`src/rtl/writeback_retire_buffer.sv`:
```
// Writeback stage: an in-order retire queue that waits on in-order load responses,
// formats load data and retires one instruction per cycle into an internal register
// file. Define WRITEBACK_BYPASS_EN to forward the retiring value to the read ports.
module writeback_retire_buffer #(
  parameter int XLEN           = 32,
  parameter int DEPTH          = 4,
  parameter int NUM_READ_PORTS = 2,
  parameter int REG_COUNT      = 32,
  localparam int TW            = $clog2(REG_COUNT),
  localparam int CW            = $clog2(DEPTH) + 1
) (
  input  logic                           clk,
  input  logic                           rst_n,
  input  logic                           in_valid,
  output logic                           in_ready,
  input  logic [TW-1:0]                  in_rd,
  input  logic [1:0]                     in_kind,
  input  logic [2:0]                     in_load_type,
  input  logic [XLEN-1:0]                in_result,
  input  logic [XLEN-1:0]                in_link,
  input  logic                           mem_rsp_valid,
  input  logic [XLEN-1:0]                mem_rsp_data,
  input  logic [NUM_READ_PORTS*TW-1:0]   rd_tag,
  output logic [NUM_READ_PORTS*XLEN-1:0] rd_data,
  output logic                           wb_valid,
  output logic [TW-1:0]                  wb_rd,
  output logic [XLEN-1:0]                wb_data,
  output logic [CW-1:0]                  loads_pending,
  output logic                           err_unexpected_rsp
);

  localparam int PW = $clog2(DEPTH);
  localparam int OW = $clog2(XLEN / 8);

  typedef enum logic [1:0] {
    KIND_ALU  = 2'b00,
    KIND_LOAD = 2'b01,
    KIND_LINK = 2'b10,
    KIND_NONE = 2'b11
  } kind_e;

  typedef struct packed {
    kind_e           kind;
    logic [TW-1:0]   rd;
    logic [2:0]      load_type;
    logic [OW-1:0]   off;
    logic [XLEN-1:0] value;
  } entry_t;

  entry_t          q [DEPTH];
  logic [DEPTH-1:0] waiting;
  logic [PW-1:0]   head;
  logic [PW-1:0]   tail;
  logic [CW-1:0]   count;
  logic [CW-1:0]   pending;
  logic            err_q;
  logic [XLEN-1:0] regs [REG_COUNT];

  kind_e           in_kind_e;
  logic            push;
  logic            push_load;
  logic            head_ready;
  logic            retire;
  logic            cap_hit;
  logic [PW-1:0]   cap_idx;
  logic            capture;

  // Select the addressed byte/half/word from the aligned memory word and extend it.
  function automatic logic [XLEN-1:0] format_load(input logic [XLEN-1:0] data,
                                                  input logic [2:0]      load_type,
                                                  input logic [OW-1:0]   off);
    logic [OW-1:0]   base;
    logic [XLEN-1:0] sh;
    logic [XLEN-1:0] mask;
    logic            sign;
    case (load_type[1:0])
      2'b00:   base = off;
      2'b01:   base = off & ~OW'(1);
      2'b10:   base = off & ~OW'(3);
      default: base = (XLEN == 64) ? '0 : (off & ~OW'(3));
    endcase
    sh = data >> {base, 3'b000};
    case (load_type[1:0])
      2'b00: begin
        mask = XLEN'(8'hFF);
        sign = sh[7];
      end
      2'b01: begin
        mask = XLEN'(16'hFFFF);
        sign = sh[15];
      end
      2'b10: begin
        mask = XLEN'(32'hFFFF_FFFF);
        sign = sh[31];
      end
      default: begin
        if (XLEN == 64) begin
          mask = '1;
          sign = 1'b0;
        end else begin
          mask = XLEN'(32'hFFFF_FFFF);
          sign = sh[31];
        end
      end
    endcase
    return (sh & mask) | ((~load_type[2] & sign) ? ~mask : '0);
  endfunction

  assign in_kind_e = kind_e'(in_kind);
  assign in_ready  = (count < CW'(DEPTH));
  assign push      = in_valid && in_ready;
  assign push_load = push && (in_kind_e == KIND_LOAD);

  // NOTE: every variable written here gets a default first, so no path infers a latch.
  always_comb begin
    cap_hit = 1'b0;
    cap_idx = head;
    for (int i = 0; i < DEPTH; i++) begin
      if (!cap_hit && (CW'(i) < count) && waiting[head + PW'(i)]) begin
        cap_hit = 1'b1;
        cap_idx = head + PW'(i);
      end
    end
  end

  assign capture    = mem_rsp_valid && cap_hit;
  assign head_ready = (count != '0) && ((q[head].kind != KIND_LOAD) || !waiting[head]);
  assign retire     = head_ready;

  assign wb_valid = head_ready && (q[head].kind != KIND_NONE) && (q[head].rd != '0);
  assign wb_rd    = wb_valid ? q[head].rd    : '0;
  assign wb_data  = wb_valid ? q[head].value : '0;

  assign loads_pending      = pending;
  assign err_unexpected_rsp = err_q;

  // NOTE: sequential state uses non-blocking assignments only, so every flop samples pre-edge values.
  always_ff @(posedge clk or negedge rst_n) begin
    if (!rst_n) begin
      head    <= '0;
      tail    <= '0;
      count   <= '0;
      pending <= '0;
      waiting <= '0;
      err_q   <= 1'b0;
    end else begin
      if (push)   tail <= tail + 1'b1;
      if (retire) head <= head + 1'b1;
      count   <= count + CW'(push) - CW'(retire);
      pending <= pending + CW'(push_load) - CW'(capture);
      // A push targets a free slot and a capture a live one, so these never collide.
      if (push)    waiting[tail]    <= push_load;
      if (capture) waiting[cap_idx] <= 1'b0;
      if (mem_rsp_valid && (pending == '0)) err_q <= 1'b1;
    end
  end

  // NOTE: queue payload is deliberately not reset; count and the waiting flags decide what is live.
  always_ff @(posedge clk) begin
    if (push) begin
      q[tail] <= '{kind:      in_kind_e,
                   rd:        in_rd,
                   load_type: in_load_type,
                   off:       in_result[OW-1:0],
                   value:     (in_kind_e == KIND_LINK) ? in_link : in_result};
    end
    if (capture) begin
      q[cap_idx].value <= format_load(mem_rsp_data, q[cap_idx].load_type, q[cap_idx].off);
    end
  end

  // Register 0 is never written because wb_valid excludes rd = 0.
  always_ff @(posedge clk or negedge rst_n) begin
    if (!rst_n) begin
      for (int r = 0; r < REG_COUNT; r++) regs[r] <= '0;
    end else if (wb_valid) begin
      regs[wb_rd] <= wb_data;
    end
  end

  for (genvar p = 0; p < NUM_READ_PORTS; p++) begin : g_read
    logic [TW-1:0]   tag;
    logic [XLEN-1:0] data;

    assign tag = rd_tag[p*TW +: TW];

    always_comb begin
      data = '0;
      if (tag != '0) data = regs[tag];
`ifdef WRITEBACK_BYPASS_EN
      if (wb_valid && (tag == wb_rd)) data = wb_data;
`endif
    end

    assign rd_data[p*XLEN +: XLEN] = data;
  end

endmodule
```
`config.mk`:
```
export PLATFORM = sky130hd
export DESIGN_NAME = writeback_retire_buffer
export DESIGN_NICKNAME = d
export VERILOG_FILES = /design/src/rtl/writeback_retire_buffer.sv
export SDC_FILE = /design/constraint.sdc
export NUM_CORES = 2
export LEC_CHECK = 0
export ABC_AREA = 0
export BUFFER_PORTS_ARGS = -buffer_cell sky130_fd_sc_hd__buf_2
export CORE_ASPECT_RATIO = 1.2
export CORE_MARGIN = 2
export CORE_UTILIZATION = 56
export DETAILED_ROUTE_END_ITERATION = 10
export HOLD_SLACK_MARGIN = 0.02
export PLACE_DENSITY = 0.86
export SLEW_MARGIN = 25
export SYNTH_ARGS = -nofsm -noshare
export SYNTH_HDL_FRONTEND = slang
export SYNTH_SLANG_ARGS = --single-unit
```
`constraint.sdc`:
```
create_clock -name clk -period 4.13 [get_ports clk]
set_clock_uncertainty 0.05 [all_clocks]
set_input_delay 0.2065 -clock clk [delete_from_list [all_inputs] [get_ports clk]]
set_output_delay 0.2065 -clock clk [all_outputs]
set_load 0.005 [all_outputs]
```
==> flow_summary.yaml <==
status:
  status: "finished, violations left"
  violations: "negative hold slack"
drt:
  route.detailed.drc: 0
  wl_per_cell_um: 30.10
  vias: 49184
  ant_nets: 0
  drtIter0Drc: 7187
  viasPerCell: 7.233
  dr.pass1.iters: 7
  drt_wl_total_mm: 204.7
clock_network:
  cts_tree: "built"
  clkTransAtPathRegs_ns: 0.07
  clk_latency_ns: 0.75
  cts.htree.levels: 3
  numCtsBuffers: 119
  clockBufferDepth: 3
  clock-sinks: 1215
  root_buffer: "clkbuf_16"
setup_path:
  slowest_delay_ns: 0.55
  path_max_fanout: 16
  critPathLaunchType: "register"
  crit_slowest_cell: "or4_4"
  crit_top_cell: "or4_4"
  crit_arrival_ns: 4.48
  cp_num_buf_inv: 2
  path_delay_family: "simple AND/OR/NAND/NOR gates"
  crit_type: "reg2reg"
  cp-end-kind: "register"
  crit_chain: "nor3b_1, o21ba_2, or4_4, and3_4, or2_1, or4_4, a21o_4, a211o_4, a31oi_4, buf_12, clkbuf_16, o21ai_1"
  r2r_slack_ns: 0.07
  crit_required_ns: 4.55
sta:
  hold_violations: 1
  tightestPinTransition_ns: 1.063
  final-max-slew-violation-count: 0
  setup_viol: 0
  min_period_over_period: 0.9835
  relSlewSlack: 0.2916
  min_period_ns: 4.062
  final.setup.tns_ns: 0
  timing.fmax_mhz: 246.2
  fin_hold_ws_ns: -0.004306
grt:
  grt_pass1_wl_mm: 308.6
  grt_pass1_vias: 51130
  track_usage: 0.3521
  grt_max_degree: 175
  antenna_found_initial: 3
  grt_overflow: 0
power:
  p_leak_nw: 31.25
  finalPower_mw: 55.86
  vdd_drop_max_v: 0.0006545
  p_per_area_mw_per_mm2: 773.6
yosys:
  ys.flop_type: "dfrtp_1"
  async_reset_ff_frac: 0.8551
  synthCells: 5026
  ys_top_cells_by_area: "dfrtp_1 41%, mux4_2 24%, edfxtp_1 8.3%"
  synthTopCellsByCount: "1039 x dfrtp_1, 855 x nand2_1, 789 x o21ai_0"
  synth_cell_types: 68
  synth_warnings: 0
  yosysTopAreaCellShare: 0.4100
  synth_nets: 5158
  synth_edf_count: 176
  syn_area_mm2: 0.06341
  yosysMostFrequentCell: "dfrtp_1"
  synth_seq_cells: 1215
  ys_seq_area_frac: 0.4933
  yosysTopAreaCell: "dfrtp_1"
  postSynthAreaPerCell_um2: 12.62
die:
  dieWidth_um: 311.2
  design.core.area_mm2: 0.1127
  rows: 135
  initial_core_util: 0.5629
  boundaryPins: 227
  die_y_um: 372.6
  die-area_mm2: 0.1160
placement:
  dpl.hpwl_mm: 120.4
  gp_congestion: 0.8892
  numPortBuffers: 226
  dp.cells: 6509
layout:
  fill_cells: 7421
  fin_nets: 5328
  multi_input_comb_area_mm2: 0.03019
  n_antenna_cell: 0
  post-route-util: 0.6409
  final_layout_size_suffix_gt1_frac: 0.3227
  synthToLayoutAreaGrowth_pct: 13.87
  regArea_mm2: 0.03129
  fin_cells: 6800
hold_path:
  hp-class: "in2reg"
flow_run:
  drv_cap: 0
## worst register-to-register path, cell delays in order (launching register included)
cell and delay, ns:
dfrtp_4 0.53, nor3b_1 0.16, o21ba_2 0.24, or4_4 0.55
and3_4 0.20, or2_1 0.26, or4_4 0.55, a21o_4 0.24
a211o_4 0.35, a31oi_4 0.19, buf_12 0.15, clkbuf_16 0.18
o21ai_1 0.13
## final cells by class
type                            count  share of cell area
Sequential cell                  1215              0.4333
Multi-Input combinational cell   3248              0.4181
Timing Repair Buffer              557             0.06498
Clock buffer                      173             0.04777
Tap cell                         1507             0.02611
Clock inverter                     45            0.006810
Inverter                           55            0.002859
## through the flow
stage               setup slack [ns]  hold WS (ns)  cell area, um2
floorplan                   0.007781       -0.1391           63420
global placement           -0.007251        0.1608           67380
detailed placement           0.02871        0.1595           67420
CTS                         0.001455       0.02029           72010
global route                -0.06543       0.05625           72210
finish                       0.06831     -0.004306           72210
## registers in the layout, summed over array words and instances (netlist names)
| signal | flops |
|---|---|
| err_unexpected_rsp | 1 |
| head | 2 |
| count | 3 |
| waiting | 4 |
| regs | 1024 |
| tail | 2 |
| loads_pending | 3 |
| q | 176 |
## what timing repair did
item | 4_1_cts | 5_1_grt
endpoints found under the setup margin | 14 | 149
hold buffers | 63 | 0
cloned | 0 | 2
gates resized for setup | 1 | 21
endpoints found under the hold margin | 343 | 0
buffers inserted | 2 | 6
pin swaps | 1 | 2
## power by group
group          internal (mW)  switching, mW  total [mW]  leakage, nW
logic                   10.3           14.6        24.9         13.8
clock network           6.24           4.91        11.1         1.94
registers               16.7           3.18        19.9         15.5
total                   33.2           22.7        55.9         31.2
## cell families (layout without fill, tap and decap cells)
group | Yosys count | in the layout | share of synthesized area
compound gates | 1038 | 1038 | 0.08843
fa+ha+maj | 12 | 12 | 0.002604
simple gates | 1154 | 1154 | 0.07640
flops | 1215 | 1215 | 0.4933
xor+xnor | 6 | 6 | 0.0008287
mux | 1038 | 1038 | 0.3037
buf+inv | 563 | 830 | 0.03473
## layer usage
metal  GRT usage  vias to the layer above  share of wire
li1            -                    19075              -
met1      0.4210                    24412           0.32
met2      0.5410                     4483           0.46
met3      0.1114                     1208           0.14
met4      0.2559                        6          0.083
met5           0                        -        0.00023
## path summary, 6_finish.rpt
path,startpoint,to,cells after the start
setup / recovery,head[0],q[0][18],12
hold / removal,in_result[12],q[1][12],3
setup reg to reg,head[0],q[0][18],12
hold reg to reg,regs[996],regs[996],0
max in group asynchronous,rst_n,regs[552],4
min in group asynchronous,rst_n,tail[1],3
## cells in the final DEF (no fill, tap or decap), types with 12 or more instances in the layout
master,netlist,layout
buf_4,3,204
dfrtp_1,1039,1037
nand2_1,855,834
clkinv_2,0,16
mux2_2,259,259
o21ai_1,61,62
buf_12,0,63
inv_1,55,54
buf_2,8,217
a21oi_1,75,73
nand2_2,0,21
nor2_1,89,81
mux2i_1,89,89
mux4_2,679,679
and3_1,89,89
edfxtp_1,176,176
clkbuf_1,411,27
dlygate4sd3_1,0,63
clkbuf_8,0,24
a21o_1,31,30
o21ai_0,789,788
clkbuf_16,0,122
nor3_1,34,32
nand2b_1,14,12
o221ai_1,32,32
(Power assumes the default switching activity.)
